<file path="config.mk">
export PLATFORM = sky130hd
export DESIGN_NAME = wb_commit_trace_flat
export DESIGN_NICKNAME = d
export VERILOG_FILES = /design/src/rtl/trace_pkg.sv /design/src/rtl/wb_commit_trace_if.sv /design/src/rtl/trace_fifo.sv /design/src/rtl/wb_commit_trace.sv /design/src/flat_wrapper.sv
export SDC_FILE = /design/constraint.sdc
export NUM_CORES = 2
export LEC_CHECK = 0
export BUFFER_PORTS_ARGS = -buffer_cell sky130_fd_sc_hd__buf_4
export CORE_MARGIN = 2
export CORE_UTILIZATION = 61
export CTS_CLUSTER_SIZE = 12
export DETAILED_ROUTE_END_ITERATION = 16
export MAX_ROUTING_LAYER = met4
export PLACE_DENSITY_LB_ADDON = 0.2
export SETUP_SLACK_MARGIN = 0.3
export SYNTH_ARGS = -nofsm -noshare
export SYNTH_HDL_FRONTEND = slang
export SYNTH_SLANG_ARGS = --single-unit
</file>
<file path="constraint.sdc">
create_clock -name clk -period 30.1 [get_ports clk]
set_input_delay 3.01 -clock clk [delete_from_list [all_inputs] [get_ports clk]]
set_output_delay 3.01 -clock clk [all_outputs]
set_load 0.01 [all_outputs]
</file>
<file path="src/rtl/trace_pkg.sv">
// Shared constants for the WB commit-trace buffer: entry layout,
// field offsets and parameter limits.
package trace_pkg;

    localparam int PC_W   = 32;
    localparam int RD_W   = 5;
    localparam int DATA_W = 32;
    localparam int DROP_W = 16;

    // Entry layout, LSB first: data, rd, pc, seq.
    // seq sits on top so its width can vary without moving the rest.
    localparam int OFF_DATA = 0;
    localparam int OFF_RD   = OFF_DATA + DATA_W;
    localparam int OFF_PC   = OFF_RD + RD_W;
    localparam int OFF_SEQ  = OFF_PC + PC_W;

    localparam int SEQ_W_DEF     = 16;
    localparam int TRACE_ENTRY_W = PC_W + RD_W + DATA_W + SEQ_W_DEF;

    localparam int DEPTH_MIN = 2;
    localparam int SEQ_W_MIN = 1;
    localparam int CNT_W_MIN = 1;

    function automatic int entry_w(int seq_w);
        return OFF_SEQ + seq_w;
    endfunction

endpackage

</file>
<file path="src/rtl/wb_commit_trace_if.sv">
// Trace output stream: head entry fields plus valid/ready handshake.
// master = trace buffer (drives valid/fields), slave = consumer (drives ready).
interface wb_commit_trace_if #(
    parameter int SEQ_W = 16
);
    logic             out_valid;
    logic             out_ready;
    logic [31:0]      out_pc;
    logic [4:0]       out_rd;
    logic [31:0]      out_data;
    logic [SEQ_W-1:0] out_seq;

    modport master (
        output out_valid, out_pc, out_rd, out_data, out_seq,
        input  out_ready
    );

    modport slave (
        input  out_valid, out_pc, out_rd, out_data, out_seq,
        output out_ready
    );
endinterface

</file>
<file path="src/rtl/trace_fifo.sv">
// Generic synchronous first-word-fall-through FIFO on registered storage.
// Ports: push_i/din_i write, pop_i read, dout_o head, full_o/empty_o/level_o status.
module trace_fifo #(
    parameter int DEPTH = 8,
    parameter int W     = 85,
    localparam int AW   = $clog2(DEPTH),
    localparam int LW   = AW + 1
) (
    input  logic          clk,
    input  logic          rst,
    input  logic          push_i,
    input  logic [W-1:0]  din_i,
    input  logic          pop_i,
    output logic [W-1:0]  dout_o,
    output logic          full_o,
    output logic          empty_o,
    output logic [LW-1:0] level_o
);

    logic [W-1:0]  mem_q [DEPTH];
    logic [W-1:0]  last_q;
    logic [AW-1:0] wr_q;
    logic [AW-1:0] rd_q;
    logic [LW-1:0] cnt_q;
    logic          do_push;
    logic          do_pop;

    assign full_o  = (cnt_q == LW'(DEPTH));
    assign empty_o = (cnt_q == '0);
    assign level_o = cnt_q;

    // A pop in the same cycle frees the slot, so a full FIFO still
    // accepts the push.
    assign do_pop  = pop_i && !empty_o;
    assign do_push = push_i && (!full_o || do_pop);

    // When empty, keep presenting the last entry that left.
    assign dout_o = empty_o ? last_q : mem_q[rd_q];

    always_ff @(posedge clk or posedge rst) begin
        if (rst) begin
            for (int i = 0; i < DEPTH; i++) mem_q[i] <= '0;
            last_q <= '0;
            wr_q   <= '0;
            rd_q   <= '0;
            cnt_q  <= '0;
        end else begin
            if (do_push) begin
                mem_q[wr_q] <= din_i;
                wr_q        <= wr_q + AW'(1);
            end
            if (do_pop) begin
                last_q <= mem_q[rd_q];
                rd_q   <= rd_q + AW'(1);
            end
            cnt_q <= cnt_q + LW'(do_push) - LW'(do_pop);
        end
    end

endmodule

</file>
<file path="src/rtl/wb_commit_trace.sv">
// Commit-trace buffer behind WB: tags register writes with a sequence
// number, queues them, and keeps retire/drop counters and an overflow flag.
// Ports: wb_* commit input, trace_freeze, clear_counters, tr (stream out),
// fifo_level, retired_count, drop_count, overflow_sticky.
module wb_commit_trace
    import trace_pkg::*;
#(
    parameter int DEPTH      = 8,
    parameter bit CAPTURE_X0 = 1'b0,
    parameter int SEQ_W      = 16,
    parameter int CNT_W      = 32,
    localparam int LW        = $clog2(DEPTH) + 1
) (
    input  logic                 clk,
    input  logic                 rst,
    input  logic                 wb_enable,
    input  logic [4:0]           wb_rd,
    input  logic [31:0]          wb_data,
    input  logic [31:0]          wb_pc,
    input  logic                 trace_freeze,
    input  logic                 clear_counters,
    wb_commit_trace_if.master    tr,
    output logic [LW-1:0]        fifo_level,
    output logic [CNT_W-1:0]     retired_count,
    output logic [DROP_W-1:0]    drop_count,
    output logic                 overflow_sticky
);

    localparam int EW = entry_w(SEQ_W);

    if (DEPTH < DEPTH_MIN || (DEPTH & (DEPTH - 1)) != 0) begin : g_bad_depth
        $error("DEPTH must be a power of two, at least 2");
    end

    logic [SEQ_W-1:0]  seq_q, seq_d;
    logic [CNT_W-1:0]  ret_q, ret_d;
    logic [DROP_W-1:0] drop_q, drop_d;
    logic              stk_q, stk_d;

    logic          ev;
    logic          push;
    logic          pop_fire;
    logic          drop;
    logic          full;
    logic          empty;
    logic [EW-1:0] din;
    logic [EW-1:0] head;

    assign ev       = wb_enable && (wb_rd != 5'd0 || CAPTURE_X0);
    assign push     = ev && !trace_freeze;
    assign pop_fire = !empty && tr.out_ready;
    assign drop     = push && full && !pop_fire;

    assign din = {seq_q, wb_pc, wb_rd, wb_data};

    trace_fifo #(
        .DEPTH (DEPTH),
        .W     (EW)
    ) u_fifo (
        .clk     (clk),
        .rst     (rst),
        .push_i  (push),
        .din_i   (din),
        .pop_i   (tr.out_ready),
        .dout_o  (head),
        .full_o  (full),
        .empty_o (empty),
        .level_o (fifo_level)
    );

    assign tr.out_valid = !empty;
    assign tr.out_data  = head[OFF_DATA +: DATA_W];
    assign tr.out_rd    = head[OFF_RD +: RD_W];
    assign tr.out_pc    = head[OFF_PC +: PC_W];
    assign tr.out_seq   = head[OFF_SEQ +: SEQ_W];

    always_comb begin
        seq_d  = seq_q + SEQ_W'(ev);
        // Clear first, then the event still counts.
        ret_d  = (clear_counters ? '0 : ret_q) + CNT_W'(ev);
        drop_d = drop_q;
        stk_d  = stk_q;
        if (clear_counters) begin
            drop_d = '0;
            stk_d  = 1'b0;
        end else if (drop) begin
            stk_d = 1'b1;
            if (drop_q != '1) drop_d = drop_q + DROP_W'(1);
        end
    end

    always_ff @(posedge clk or posedge rst) begin
        if (rst) begin
            seq_q  <= '0;
            ret_q  <= '0;
            drop_q <= '0;
            stk_q  <= 1'b0;
        end else begin
            seq_q  <= seq_d;
            ret_q  <= ret_d;
            drop_q <= drop_d;
            stk_q  <= stk_d;
        end
    end

    assign retired_count   = ret_q;
    assign drop_count      = drop_q;
    assign overflow_sticky = stk_q;

endmodule

</file>
<file path="src/flat_wrapper.sv">
// flat-port wrapper written by rule: the top's interface ports become plain ports
module wb_commit_trace_flat import trace_pkg::*;
#(
    parameter int DEPTH      = 8,
    parameter bit CAPTURE_X0 = 1'b0,
    parameter int SEQ_W      = 16,
    parameter int CNT_W      = 32,
    localparam int LW        = $clog2(DEPTH) + 1
)
  (clk, rst, wb_enable, wb_rd, wb_data, wb_pc, trace_freeze, clear_counters, fifo_level, retired_count, drop_count, overflow_sticky, tr_out_valid, tr_out_pc, tr_out_rd, tr_out_data, tr_out_seq, tr_out_ready);
  wb_commit_trace_if #(.SEQ_W(SEQ_W)) tr_i ();
  input  logic clk;
  input  logic rst;
  input  logic wb_enable;
  input  logic [4:0] wb_rd;
  input  logic [31:0] wb_data;
  input  logic [31:0] wb_pc;
  input  logic trace_freeze;
  input  logic clear_counters;
  output logic [LW-1:0] fifo_level;
  output logic [CNT_W-1:0] retired_count;
  output logic [DROP_W-1:0] drop_count;
  output logic overflow_sticky;
  output wire logic [$bits(tr_i.out_valid)-1:0] tr_out_valid;
  output wire logic [$bits(tr_i.out_pc)-1:0] tr_out_pc;
  output wire logic [$bits(tr_i.out_rd)-1:0] tr_out_rd;
  output wire logic [$bits(tr_i.out_data)-1:0] tr_out_data;
  output wire logic [$bits(tr_i.out_seq)-1:0] tr_out_seq;
  input wire logic [$bits(tr_i.out_ready)-1:0] tr_out_ready;
  assign tr_out_valid = tr_i.out_valid;
  assign tr_out_pc = tr_i.out_pc;
  assign tr_out_rd = tr_i.out_rd;
  assign tr_out_data = tr_i.out_data;
  assign tr_out_seq = tr_i.out_seq;
  assign tr_i.out_ready = tr_out_ready;
  wb_commit_trace #(.DEPTH(DEPTH), .CAPTURE_X0(CAPTURE_X0), .SEQ_W(SEQ_W), .CNT_W(CNT_W)) u_core (.clk(clk), .rst(rst), .wb_enable(wb_enable), .wb_rd(wb_rd), .wb_data(wb_data), .wb_pc(wb_pc), .trace_freeze(trace_freeze), .clear_counters(clear_counters), .tr(tr_i), .fifo_level(fifo_level), .retired_count(retired_count), .drop_count(drop_count), .overflow_sticky(overflow_sticky));
endmodule
</file>
Word-level counts from Yosys, hierarchy flattened
Index checks and enable logic that the tools add are counted.
{"block": "totals", "reg_bits": 840, "input_bits": 75, "word_cells": 60, "out_inout_bits": 139}
{"block": "op_classes", "eq_ne": 2, "order_cmp": 3, "bitwise": 2, "n_reduce_logical": 17, "add_sub_neg": 7, "n_mux": 13}
{"op": "$bwmux W680", "count": 1}
{"op": "$mux W85", "count": 4}
{"op": "$bmux W85 S3", "count": 1}
{"op": "$demux W85 S3", "count": 1}
{"op": "$mux W16", "count": 3}
{"op": "$add A32 B1 Y32", "count": 1}
{"op": "$mux W32", "count": 1}
{"op": "$add A16 B1 Y16", "count": 1}
{"op": "$add A16 B1 Y16 const B", "count": 1}
{"op": "$ne A16 B16 Y1 const B", "count": 1}
{"op": "$ge A4 B4 Y1 const B", "count": 2}
{"op": "$not A3 Y4", "count": 2}
{"op": "$logic_and A1 B1 Y1", "count": 7}
{"op": "$add A3 B1 Y3 const B", "count": 2}
{"op": "$reduce_bool A5 Y1", "count": 1}
{"op": "$add A4 B1 Y4", "count": 1}
{"op": "$eq A4 B4 Y1 const B", "count": 1}
{"op": "$logic_not A1 Y1", "count": 4}
{"op": "$logic_not A4 Y1", "count": 1}
{"op": "$lt A4 B1 Y1 const B", "count": 1}
{"op": "$reduce_bool A2 Y1", "count": 2}
{"op": "$sub A4 B1 Y4", "count": 1}
{"op": "$mux W1", "count": 2}
{"op": "$reduce_and A2 Y1", "count": 1}
{"op": "$logic_or A1 B1 Y1", "count": 1}

Depth between registers and ports, before layout
{"block": "logic_depth", "depth_word": 7, "ltp_mapped": 12, "mapped_depth_nobuf": 12}

Modules after synthesis
A second synthesis with hierarchy kept.
{"block": "unflattened", "cells_unflattened": 2874, "hier_area_um2": 38947.4}
{"module": "trace_fifo", "instances": 1, "area_per_inst_um2": 35720.5, "cells_per_inst": 2555, "seq_area_each_um2": 19393.6}
{"module": "wb_commit_trace", "instances": 1, "area_per_inst_um2": 3226.8, "cells_per_inst": 319, "seq_area_each_um2": 1626.6}

Worst setup path before layout
No wires, ideal clock.
{"block": "synth_timing", "kind": "input-to-reg", "start": "input wb_rd[1]", "end": "register u_core.ret_q[20], in the netlist u_core.retired_count[20]", "setup_ns": 0.132, "slack_ns": 24.635, "arrival_ns": 5.333, "stages": 11, "cell_sequence": "or4_1 o21ai_0 inv_1 ha_1 ha_1 and3_1 nand3_1 buf_1 nor3_1 xnor2_1 nor2_1"}
{"block": "synth_between", "elab_chain_cells": 3}
{"item": "start: declaration", "line": "flat_wrapper.sv:15", "rtl": "input logic [4:0] wb_rd;"}
{"item": "$reduce_bool A5 Y1", "line": "wb_commit_trace.sv:49", "rtl": "assign ev = wb_enable && (wb_rd != 5'd0 || CAPTURE_X0);"}
{"item": "$logic_and A1 B1 Y1", "line": "wb_commit_trace.sv:49"}
{"item": "$add A32 B1 Y32", "line": "wb_commit_trace.sv:80", "rtl": "ret_d = (clear_counters ? '0 : ret_q) + CNT_W'(ev);"}
{"item": "via u_core.ret_d[20]", "line": "wb_commit_trace.sv:36", "rtl": "logic [CNT_W-1:0] ret_q, ret_d;"}
{"item": "end signal: assignment", "line": "wb_commit_trace.sv:100", "rtl": "ret_q <= ret_d;"}
{"item": "end: declaration", "line": "wb_commit_trace.sv:36"}
The timed path passes the listed nets, and every way through them passes these cells.
A chain may end at the register's enable or synchronous reset.

Final worst setup path
{"block": "layout_timing", "start": "register u_core.u_fifo.rd_q[0]", "end": "output tr_out_seq[4]"}
{"block": "layout_between", "elab_chain_cells": 5}
{"item": "start: declaration", "line": "trace_fifo.sv:23", "rtl": "logic [AW-1:0] rd_q;"}
{"item": "start signal: assignment", "line": "trace_fifo.sv:54", "rtl": "rd_q <= rd_q + AW'(1);"}
{"item": "$not A3 Y4 (implied by the code)", "line": "trace_fifo.sv:38", "rtl": "assign dout_o = empty_o ? last_q : mem_q[rd_q];"}
{"item": "$bmux W85 S3", "line": "trace_fifo.sv:38"}
{"item": "$mux W85 (implied by the code) (2 in series)", "line": "trace_fifo.sv:38"}
{"item": "$mux W85", "line": "trace_fifo.sv:38"}
{"item": "end: declaration", "line": "flat_wrapper.sv:28", "rtl": "output wire logic [$bits(tr_i.out_seq)-1:0] tr_out_seq;"}
Every way passes these cells. The select of a mux whose other input is x is not followed.

==> impl_metrics.json <==
{
  "grt_pass1_vias": 23495,
  "antenna_found_initial": 6,
  "synthTopCellsByArea": "dfrtp_1 (56%), mux2_2 (19%), mux4_2 (10%)",
  "place_congestion": 0.787,
  "finalCriticalPeriod_ns": 7.60,
  "internal_power_w": 0.00318,
  "p_switching_w": 0.00145,
  "yosys-top-cells-count": "dfrtp_1 (840), mux2_2 (632), nor2_1 (216)",
  "placed_area_mm2": 0.0398,
  "clkLatencyLatePin_ns": 0.64,
  "critPathCaptureType": "output port",
  "slew_violations": 0,
  "cts_tree": "built",
  "cts_buffers": 88,
  "vias": 22268,
  "cts-root-buf": "clkbuf_16",
  "yosysMostFrequentCell": "dfrtp_1",
  "power.density_mw_per_mm2": 109,
  "port_buffers": 213,
  "pwr-share-comb_pct": 36.6,
  "synth_area_leader_cell": "dfrtp_1",
  "finalSetupViolCount": 0,
  "critPathKind": "reg -> out",
  "cts_hold_buf": 0,
  "drtIter0Drc": 1563,
  "synth_xor_area_share_pct": 1.13,
  "clkTransAtPathRegs_ns": 0.06,
  "wl_per_cell_um": 23.1,
  "grt_pass1_wl_um": 132000,
  "track_usage_pct": 27.5,
  "power_frac_seq_pct": 40.4,
  "tightestPinTransition_ns": 1.11,
  "syn_to_final_growth_pct": 12.6,
  "fin_crit_sh_pct": 25.3,
  "place_ws_ns": 23.01,
  "ys_seq_elements": 840,
  "ys_seq_area_share_pct": 55.5,
  "worstPathRequired_ns": 27.09,
  "ys_warn_count": 0,
  "synth_area_mm2": 0.0379,
  "clock_sinks": 840,
  "synth-async-reset-ratio_pct": 100,
  "synth_top_family_by_area": "multiplexers",
  "synth_compound_area_share_pct": 2.80,
  "dp_hpwl_um": 46100,
  "multi_input_area_mm2": 0.0160,
  "p_leak_nw": 19.4,
  "cp-start-kind": "register",
  "via_per_inst": 6.19,
  "synthMuxAreaShare_pct": 33.2,
  "grt-ovfl-total": 0,
  "clock_skew_ns": 0.0237,
  "first_pass_iters": 5,
  "num_io_pins": 214,
  "fin_nets": 2827,
  "synth.avg_cell_area_um2": 14.6,
  "synth-adder-area-share_pct": 0.483,
  "htree_levels": 3,
  "max_freq_mhz": 131,
  "drv_cap": 0,
  "drive_gt1_share_pct": 43.8,
  "yosysTopAreaCellShare_pct": 55.5,
  "synth_fp_nets": 2690,
  "stdcell_area_mm2": 0.0426,
  "crit_arrival_ns": 4.59,
  "fin_ws_ns": 22.50,
  "die_w_um": 253,
  "synth-simple-area-share_pct": 4.18,
  "whs_ns": 0.500,
  "syn_inst": 2601,
  "swShare_pct": 31.3,
  "rsz0062_at_grt": "false",
  "cts_buffer_depth": 3,
  "slew_headroom_pct": 25.9,
  "path_max_fanout": 46,
  "seq_area_mm2": 0.0210,
  "die-area_mm2": 0.0641,
  "core_mm2": 0.0615,
  "hp-class": "reg -> reg",
  "ir_drop_uv": 62.7,
  "fin_setup_tns_ns": 0,
  "final_util_pct": 69.4,
  "ant_nets": 0,
  "synth-main-ff-cell": "dfrtp_1",
  "ctsResizeCount": 0,
  "nFillCells": 4175,
  "num_rows": 91,
  "final_hold_viol_count": 0,
  "drc": 0,
  "synth_cell_types": 46,
  "synth_edf_count": 0,
  "grt_max_degree": 130,
  "wl_um": 83200,
  "die_y_um": 253,
  "initial_core_util_pct": 61.6,
  "post-cts-setup-buffer-count": 0,
  "clockPowerShare_pct": 23.0,
  "outcome": "finished clean"
}
cell families (layout without fill, tap and decap cells):
| group | count (synthesis) | after routing |
|---|---|---|
| mux | 939 | 939 |
| buf+inv | 204 | 406 |
| xor+xnor | 49 | 49 |
| fa+ha+maj | 14 | 14 |
| simple gates | 353 | 353 |
| compound gates | 202 | 202 |
| flops | 840 | 840 |
| other cells | 0 | 6 |
cells in the final DEF, fill, tap and decap left out, drive strengths merged, types with 13 or more instances in the layout:
cell type and count:
mux2i 87, nor2 216, ha 13, a21oi 182, mux2 682, buf 233
mux4 170, nand2 31, dfrtp 840, nand3 18, inv 19, nor3 14
xnor2 38, clkbuf 140
power groups by stage:
stage                     Combinational (W)  Clock [W]  Sequential [W]
after floorplan                     0.00127          0         0.00175
after global placement              0.00165          0         0.00184
after detailed placement            0.00170          0         0.00188
after CTS                           0.00171    0.00108         0.00186
after global routing                0.00182    0.00113         0.00192
final                               0.00169    0.00107         0.00187
metrics by stage:
step	std cells	power [W]
after floorplan	2601	0.00302
after global placement	3438	0.00349
after detailed placement	3438	0.00358
after CTS	3593	0.00466
after global routing	3599	0.00488
final	3599	0.00463
critical path: stages (launching register included):
cell and delay [ns]:
dfrtp_4 1.05, buf_4 0.84, buf_4 0.72, mux4_2 0.59, mux2i_1 0.34, a21oi_1 0.13, buf_4 0.20
final cells by class:
class                   instances  area share [%]
diodes                          6          0.0352
clock buffers                 140            6.24
clock inverters                15           0.393
inverters                      18           0.176
multi-input cells            1557            37.4
flip-flops and latches        840            49.3
well taps                     790            2.32
repair buffers                233            4.10
final timing paths:
| check | start | slack (ns) | endpoint | cells past startpoint |
|---|---|---|---|---|
| max in group asynchronous | rst | 24.02 | u_core.u_fifo.mem_q[658] | 5 |
| min | u_core.u_fifo.mem_q[474] | 0.50 | u_core.u_fifo.mem_q[474] | 1 |
| min in group asynchronous | rst | 2.58 | u_core.u_fifo.last_q[32] | 2 |
| max | u_core.u_fifo.rd_q[0] | 22.50 | tr_out_seq[4] | 6 |
| max reg2reg | u_core.u_fifo.level_o[2] | 25.21 | u_core.u_fifo.rd_q[1] | 7 |
| min reg2reg | u_core.u_fifo.mem_q[474] | 0.50 | u_core.u_fifo.mem_q[474] | 1 |
registers in the layout (all words and copies together), names as in the netlist:
| register | cells |
|---|---|
| u_core.retired_count | 32 |
| u_core.u_fifo.level_o | 4 |
| u_core.u_fifo.wr_q | 3 |
| u_core.u_fifo.last_q | 85 |
| u_core.u_fifo.rd_q | 3 |
| u_core.seq_q | 16 |
| u_core.overflow_sticky | 1 |
| u_core.drop_count | 16 |
| u_core.u_fifo.mem_q | 680 |
metal layers:
| layer | global-route usage [%] | wire length, um |
|---|---|---|
| met2 | 44.2 | 41900 |
| met5 | - | 0 |
| met3 | 3.76 | 3440 |
| met1 | 36.9 | 36000 |
| met4 | 8.42 | 1900 |
Power figures use the tool's default switching activity.
